## config.mk

```make
export PLATFORM = sky130hd
export DESIGN_NAME = wb_write_arbiter
export DESIGN_NICKNAME = d
export VERILOG_FILES = /design/src/rtl/wb_write_arbiter.sv
export SDC_FILE = /design/constraint.sdc
export NUM_CORES = 1
export LEC_CHECK = 0
export ABC_AREA = 1
export CORE_ASPECT_RATIO = 1.25
export CORE_MARGIN = 1.5
export CORE_UTILIZATION = 30
export CTS_CLUSTER_SIZE = 20
export DETAILED_ROUTE_END_ITERATION = 16
export PLACE_DENSITY = 0.52
export SYNTH_ARGS = -nofsm -noshare
export SYNTH_HDL_FRONTEND = slang
export SYNTH_SLANG_ARGS = --single-unit
```

## constraint.sdc

```tcl
create_clock -name clk -period 1.8 [get_ports clk]
set_clock_uncertainty 0.05 [all_clocks]
set_input_delay 0.18 -clock clk [delete_from_list [all_inputs] [get_ports clk]]
set_output_delay 0.18 -clock clk [all_outputs]
set_load 0.02 [all_outputs]
```

## src/rtl/wb_write_arbiter.sv

```systemverilog
// Register-file write-port arbiter: the MEM/WB primary write always wins, and secondary writes wait in a small FIFO.
// Latency: a primary write appears combinationally in the same cycle; a secondary write appears at least 1 cycle after it is accepted.
// Backpressure: sec_ready drops when the FIFO is full; stall_req asks for one bubble once secondary writes have starved long enough.
module wb_write_arbiter #(
  parameter  int DATA_W     = 8,
  parameter  int IDX_W      = 2,
  parameter  int QDEPTH     = 2,
  parameter  int STARVE_MAX = 4,
  localparam int CW         = $clog2(QDEPTH) + 1
) (
  input  logic              clk,
  input  logic              rst,
  input  logic              wb_we,
  input  logic [IDX_W-1:0]  wb_idx,
  input  logic [DATA_W-1:0] wb_data,
  input  logic              sec_valid,
  output logic              sec_ready,
  input  logic [IDX_W-1:0]  sec_idx,
  input  logic [DATA_W-1:0] sec_data,
  output logic              rf_we,
  output logic [IDX_W-1:0]  rf_idx,
  output logic [DATA_W-1:0] rf_data,
  input  logic [IDX_W-1:0]  rd_idx,
  output logic              fwd_hit,
  output logic [DATA_W-1:0] fwd_data,
  output logic              stall_req,
  output logic [CW-1:0]     q_count,
  output logic              err
);

  localparam int PW = (QDEPTH > 1) ? $clog2(QDEPTH) : 1;
  localparam int SW = $clog2(STARVE_MAX + 1);

  // Queue storage. A live bit is set only for an occupied slot, so forwarding
  // does not need an occupancy check.
  logic [QDEPTH-1:0] live_q;
  logic [IDX_W-1:0]  idx_q  [QDEPTH];
  logic [DATA_W-1:0] data_q [QDEPTH];
  logic [PW-1:0]     rd_ptr;
  logic [PW-1:0]     wr_ptr;
  logic [CW-1:0]     cnt;
  logic [SW-1:0]     starve_cnt;
  logic              err_q;

  logic push;
  logic pop;

  assign sec_ready = (cnt < CW'(QDEPTH));
  assign push      = sec_valid && sec_ready;
  assign pop       = !wb_we && (cnt != '0);
  assign q_count   = cnt;
  assign stall_req = (starve_cnt == SW'(STARVE_MAX));
  assign err       = err_q;

  // Entry state: kill older same-index entries on a primary write, retire the popped head, and write the pushed entry.
  always_ff @(posedge clk or negedge rst) begin
    if (!rst) begin
      live_q <= '0;
      for (int i = 0; i < QDEPTH; i++) begin
        idx_q[i]  <= '0;
        data_q[i] <= '0;
      end
    end else begin
      for (int i = 0; i < QDEPTH; i++) begin
        if (wb_we && (idx_q[i] == wb_idx)) begin
          live_q[i] <= 1'b0;
        end
      end
      if (pop) begin
        live_q[rd_ptr] <= 1'b0;
      end
      // The push slot is never occupied, so writing it last leaves the new entry live even if a kill matched it.
      if (push) begin
        live_q[wr_ptr] <= 1'b1;
        idx_q[wr_ptr]  <= sec_idx;
        data_q[wr_ptr] <= sec_data;
      end
    end
  end

  // Pointers wrap naturally at QDEPTH (a power of two); occupancy is counted separately.
  always_ff @(posedge clk or negedge rst) begin
    if (!rst) begin
      rd_ptr <= '0;
      wr_ptr <= '0;
      cnt    <= '0;
    end else begin
      if (pop)  rd_ptr <= rd_ptr + 1'b1;
      if (push) wr_ptr <= wr_ptr + 1'b1;
      case ({push, pop})
        2'b10:   cnt <= cnt + CW'(1);
        2'b01:   cnt <= cnt - CW'(1);
        default: cnt <= cnt;
      endcase
    end
  end

  // Starvation tracking: count cycles where a queued write is blocked by the primary, and latch misuse of the stall request.
  always_ff @(posedge clk or negedge rst) begin
    if (!rst) begin
      starve_cnt <= '0;
      err_q      <= 1'b0;
    end else begin
      if (pop || (cnt == '0)) begin
        starve_cnt <= '0;
      end else if (wb_we && (starve_cnt != SW'(STARVE_MAX))) begin
        starve_cnt <= starve_cnt + SW'(1);
      end
      if (wb_we && stall_req) begin
        err_q <= 1'b1;
      end
    end
  end

  // Write-port grant: primary first, then the FIFO head (a killed head drains with rf_we=0); held quiet during reset.
  always_comb begin
    rf_we   = 1'b0;
    rf_idx  = '0;
    rf_data = '0;
    if (rst) begin
      if (wb_we) begin
        rf_we   = 1'b1;
        rf_idx  = wb_idx;
        rf_data = wb_data;
      end else if (cnt != '0) begin
        rf_we   = live_q[rd_ptr];
        rf_idx  = idx_q[rd_ptr];
        rf_data = data_q[rd_ptr];
      end
    end
  end

  // Forwarding: walk from oldest to youngest so that the youngest live match wins.
  always_comb begin
    logic [PW-1:0] slot;
    slot     = '0;
    fwd_hit  = 1'b0;
    fwd_data = '0;
    for (int k = 0; k < QDEPTH; k++) begin
      slot = rd_ptr + PW'(k);
      if (live_q[slot] && (idx_q[slot] == rd_idx)) begin
        fwd_hit  = 1'b1;
        fwd_data = data_q[slot];
      end
    end
  end

endmodule

```

Word-level counts from Yosys, hierarchy flattened:

Cells that the tools add are included.

* register bits: 30
* bits of input ports: 26
* logic and storage cells: 102

* add/subtract/negate cells: 5
* $lt $le $gt $ge: 10
* eq/ne operators: 8
* muxes and demuxes: 46
* bitwise logic cells: 6
* reductions and logical operators: 17

Operators with widths (count)
* 8-bit 2-to-1 mux: 12
* 2-bit 2-to-1 mux: 12
* 16-bit bitwise mux: 1
* 1-bit 2-to-1 mux: 13
* 1-bit logical AND: 11
* 8-bit demux with 1-bit select: 1
* 2-bit equality test: 4
* 2-bit >= comparator, second input constant: 3
* 1-bit by 2-bit < comparator with 1-bit output, second input constant: 3
* 3-bit 2-to-1 mux: 2
* 1-bit inverter with 2-bit output: 3
* 2-bit nonzero test: 3
* 4-bit bitwise mux: 1
* 2-bit one-hot mux with 2 select lines: 1
* 3-bit by 1-bit adder with 3-bit output, second input constant: 1
* 3-bit equality test, second input constant: 1
* 3-bit != test, second input constant: 1
* 1-bit adder, second input constant: 2
* 2-bit by 1-bit adder with 2-bit output, second input constant: 1
* 2-bit AND: 1
* 1-bit demux with 1-bit select: 2
* 2-bit demux with 1-bit select: 1
* 2-bit by 1-bit equality test with 1-bit output, second input constant: 1
* 2-bit equality test, second input constant: 1
* other kinds (9): 10

Logic depth before layout (Yosys ltp):

* depth in word-level cells: 9
* gate-level depth with buffers: 8

Worst setup path before layout:

OpenSTA, ideal clock, no wires.

* kind: register -> register
* from: reg cnt[0], in the netlist q_count[0]
* to: reg cnt[1], in the netlist q_count[1]
* library setup time: 0.131 ns
* data arrival time: 1.585 ns
* required time: 1.619 ns
* path slack: 0.034 ns
* cell stages (with the launch flop): 8
* buffers on the path: 1
* cell sequence: dfrtp_1 -> nor2_1 -> nor2_1 -> buf_2 -> ha_1 -> a21oi_1 -> o21ai_0 -> xor2_1

* word-level cells in the longest chain between the ends: 4
* elaborated cells on any way between the ends: 10
* classes of those cells: add/sub: 2; order compare: 1; eq/ne: 2; mux: 1; reduce/logical: 4

RTL lines
* start: declaration: line 41 `logic [CW-1:0] cnt;`
* start signal: assignment: line 91 `2'b10: cnt <= cnt + CW'(1);`
* start signal: assignment: line 92 `2'b01: cnt <= cnt - CW'(1);`
* start signal: assignment: line 93 `default: cnt <= cnt;`
* 2-bit < comparator / 2-bit nonzero test (equally long branches): line 48, 50
* 1-bit logical AND, on equally long branches: line 49, 50
* 2-bit by 1-bit equality test with 1-bit output / 2-bit equality test (equally long branches): line 90 `case ({push, pop})`
* 2-bit one-hot mux with 2 select lines / 2-bit nonzero test (equally long branches)

Parallel ways exist; a longest one is shown, timed or not.
A chain may end at the register's enable or synchronous reset.

Final worst setup path:

* from: reg rd_ptr
* to: out fwd_data[2]

* word-level cells in the longest chain between the ends: 8
* elaborated cells on any way between the ends: 25
* classes of those cells: add/sub: 1; eq/ne: 2; mux: 18; bitwise: 2; reduce/logical: 2

RTL lines
* start: declaration: line 39 `logic [PW-1:0] rd_ptr;`
* start signal: assignment: line 88 `if (pop) rd_ptr <= rd_ptr + 1'b1;`
* 1-bit adder / 1-bit inverter with 2-bit output (equally long branches): line 140, 141, 143
* 1-bit inverter with 2-bit output (not written as such) / 2-bit 2-to-1 mux (equally long branches): line 141, 143
* 2-bit 2-to-1 mux (not written as such) (2 in a row): line 141 `if (live_q[slot] && (idx_q[slot] == rd_idx)) begin`
* 2-bit 2-to-1 mux (not written as such) / 2-bit equality test (equally long branches): line 141
* 2-bit equality test / 1-bit logical AND (equally long branches): line 141
* 1-bit logical AND / 8-bit 2-to-1 mux (equally long branches): line 141
* 8-bit 2-to-1 mux (*): line 141
* end: declaration: line 25 `output logic [DATA_W-1:0] fwd_data,`

Mark *: on every way between the ends. The rest lies on a longest branch, timed or not. The select of a mux whose other input is x is not followed.

==> flow_summary.json <==
{
  "vdd_drop_max_mv": 0.553,
  "synth_seq_cells": 30,
  "place_ws_ps": -415,
  "root_buffer": "clkbuf_8",
  "post-route-util_pct": 49.6,
  "cts_tree": "built",
  "chipWidth_um": 74.4,
  "status": "finished with violations",
  "worst_setup_path_start_kind": "flip-flop",
  "drv_cap": 0,
  "nets": 396,
  "critPathSlowestCell": "dfrtp_2",
  "required_ps": 1570,
  "clkLatencyLatePin_ps": 280,
  "internal-power_mw": 2.77,
  "holdCritPathClass": "in2async",
  "path_class": "reg2out",
  "rr_worst_depth": 8,
  "detail-route-antenna-nets": 0,
  "p_sw_share_pct": 43.3,
  "clkPwrFrac_pct": 11.5,
  "die_y_um": 92.2,
  "clk_path_buf_depth": 2,
  "synth_cell_type_count": 27,
  "report.final.setup_viol": 16,
  "fin_crit_ps": 1990,
  "dpl_cell_area_mm2": 0.00274,
  "endpoint_kind": "output port",
  "syn_inst": 273,
  "antenna_found_initial": 0,
  "cts_buffers": 5,
  "worstMarginPinSlew_ps": 400,
  "cts_hold_buf": 0,
  "maxSlewHeadroom_pct": 73.3,
  "slowest_delay_ps": 480,
  "drive_above_1_share_pct": 31.0,
  "synth_area_mm2": 0.00191,
  "switching_power_mw": 2.12,
  "finalHoldViolations": 0,
  "syn_avg_cell_area_um2": 7.00,
  "ys_warn_count": 0,
  "wl_mm": 5.54,
  "synth_top_cell_area_share_pct": 39.3,
  "cp.depth": 11,
  "worstPathMaxFanout": 6,
  "yosysMostFrequentCell": "nand2_1",
  "drc": 0,
  "worst_slack_ps": -194,
  "yosysTopAreaCell": "dfrtp_1",
  "start_util_pct": 31.0,
  "via_per_inst": 4.55,
  "grt_max_degree": 31,
  "num_rows": 32,
  "core_mm2": 0.00617,
  "antennaDiodeCount": 0,
  "rsz0062_at_grt": "true",
  "total_leakage_power_nw": 1.51,
  "htree_levels": 2,
  "drtIter0Drc": 36,
  "portBuffers": 50,
  "synth_edf_count": 0,
  "first_pass_iters": 6,
  "grt_use_total_pct": 17.4,
  "pwr-share-seq_pct": 25.1,
  "pin_count": 51,
  "grt_pass1_wl_mm": 9.19,
  "fill_cells": 661,
  "grt_overflow": 0,
  "powerDensity_mw_per_mm2": 1600,
  "areaGrowthSynthToFinish_pct": 60.0,
  "whs_ps": 284,
  "final.period_utilization_pct": 111,
  "synthTopCellsByArea": "dfrtp_1 39%, nand2_1 17%, o21ai_0 11%",
  "clock-sinks": 30,
  "comb_power_share_pct": 63.3,
  "grt_pass1_vias": 2037,
  "violations": "setup timing",
  "die_area_mm2": 0.00686,
  "cp_top_family": "simple AND/OR/NAND/NOR gates",
  "fmax_mhz": 501,
  "final_area_mm2": 0.00306,
  "arrival_ps": 1760,
  "path_cells": "buf_6 > nand2_4 > nand2_2 > nand2_2 > nand2_2 > nor2_4 > buf_6 > buf_6 > nand3_1 > nand2_1 > buf_6",
  "synthFlopType": "dfrtp_1",
  "yosysSeqAreaShare_pct": 39.3,
  "netlist_top_cells_count": "87 x nand2_1, 42 x o21ai_0, 33 x inv_1",
  "post_drt_wl_per_cell_um": 12.2,
  "cpMostUsedCell": "buf_6",
  "worst-path-buf-inv": 4,
  "gp_congestion": 0.826,
  "drv_slew": 0,
  "syn-num-nets": 302,
  "dp_hpwl_mm": 4.03,
  "synthArstFlopShare_pct": 100,
  "num_vias": 2063,
  "clk_pin_slew_ps": 60
}
state kept, by name (all words and copies together), names as in the netlist:
| name | flops |
|---|---|
| live_q | 2 |
| idx_q | 4 |
| starve_cnt | 3 |
| rd_ptr | 1 |
| wr_ptr | 1 |
| err | 1 |
| data_q | 16 |
| q_count | 2 |
stage by stage:
stage,TNS [ps],power (mW),std cells
floorplan,0,2.68,273
global placement,-6200,3.81,433
detailed placement,-6420,3.84,433
CTS,-1930,4.79,451
global route,-3760,5.32,453
finish,-1810,4.89,453
cell type report:
class / count / area, µm² / share of cell area (%)
inverters: 35 / 136 / 4.46
repair buffers: 99 / 875 / 28.6
clock inverters: 1 / 5.00 / 0.164
clock buffers: 7 / 86.3 / 2.82
flip-flops and latches: 30 / 752 / 24.6
multi-input cells: 196 / 1100 / 35.9
well taps: 85 / 106 / 3.48
cells in the final DEF (no fill, tap or decap), types with 2 or more instances in the layout:
cell type / instances
a21oi_1: 15
buf_2: 2
buf_4: 53
buf_6: 12
clkbuf_8: 6
clkdlybuf4s50_1: 29
dfrtp_1: 29
ha_1: 2
inv_1: 33
nand2_1: 72
nand2_2: 15
nand2_4: 4
nand3_1: 19
nand3_2: 5
nor2_2: 2
o211ai_1: 3
o21ai_0: 35
o21ai_1: 6
o21ai_2: 2
o21ai_4: 2
xnor2_1: 3
xor2_1: 2
per-layer routing:
layer	up-vias	GRT usage [%]	routed length [µm]
met5	-	0	0
met4	0	6.97	144
met3	12	2.75	168
met2	39	30.1	2840
met1	946	21.1	2390
li1	1066	-	-
power groups by stage:
| stage | Clock [mW] | Combinational [mW] | Sequential [mW] |
|---|---|---|---|
| CTS | 0.588 | 2.98 | 1.22 |
| floorplan | 0 | 1.46 | 1.22 |
| global route | 0.620 | 3.42 | 1.28 |
| detailed placement | 0 | 2.64 | 1.21 |
| global placement | 0 | 2.60 | 1.20 |
| finish | 0.565 | 3.10 | 1.23 |
kinds of logic after synthesis:
group | count (synthesis) | share of synthesized area, %
compound gates | 67 | 18.6
flops | 30 | 39.3
xor+xnor | 5 | 2.29
fa+ha+maj | 3 | 1.96
simple gates | 121 | 27.6
buf+inv | 47 | 10.3
timing repair:
item,CTS,global route
buffers inserted,11,2
gates resized for setup,137,16
endpoints found under the hold margin,0,0
pin swaps,14,7
endpoints found under the setup margin,22,22
gates cloned,0,0
path summary, 6_finish.rpt:
path	slack [ps]	end	startpoint
max	-190	fwd_data[2]	rd_ptr
min	280	idx_q[2]	rst
max reg2reg	190	q_count[1]	q_count[0]
min reg2reg	440	data_q[3]	data_q[3]
max in group asynchronous	1110	rd_ptr	rst
min in group clk	420	data_q[13]	sec_data[5]
Power figures use the tool's default switching activity.
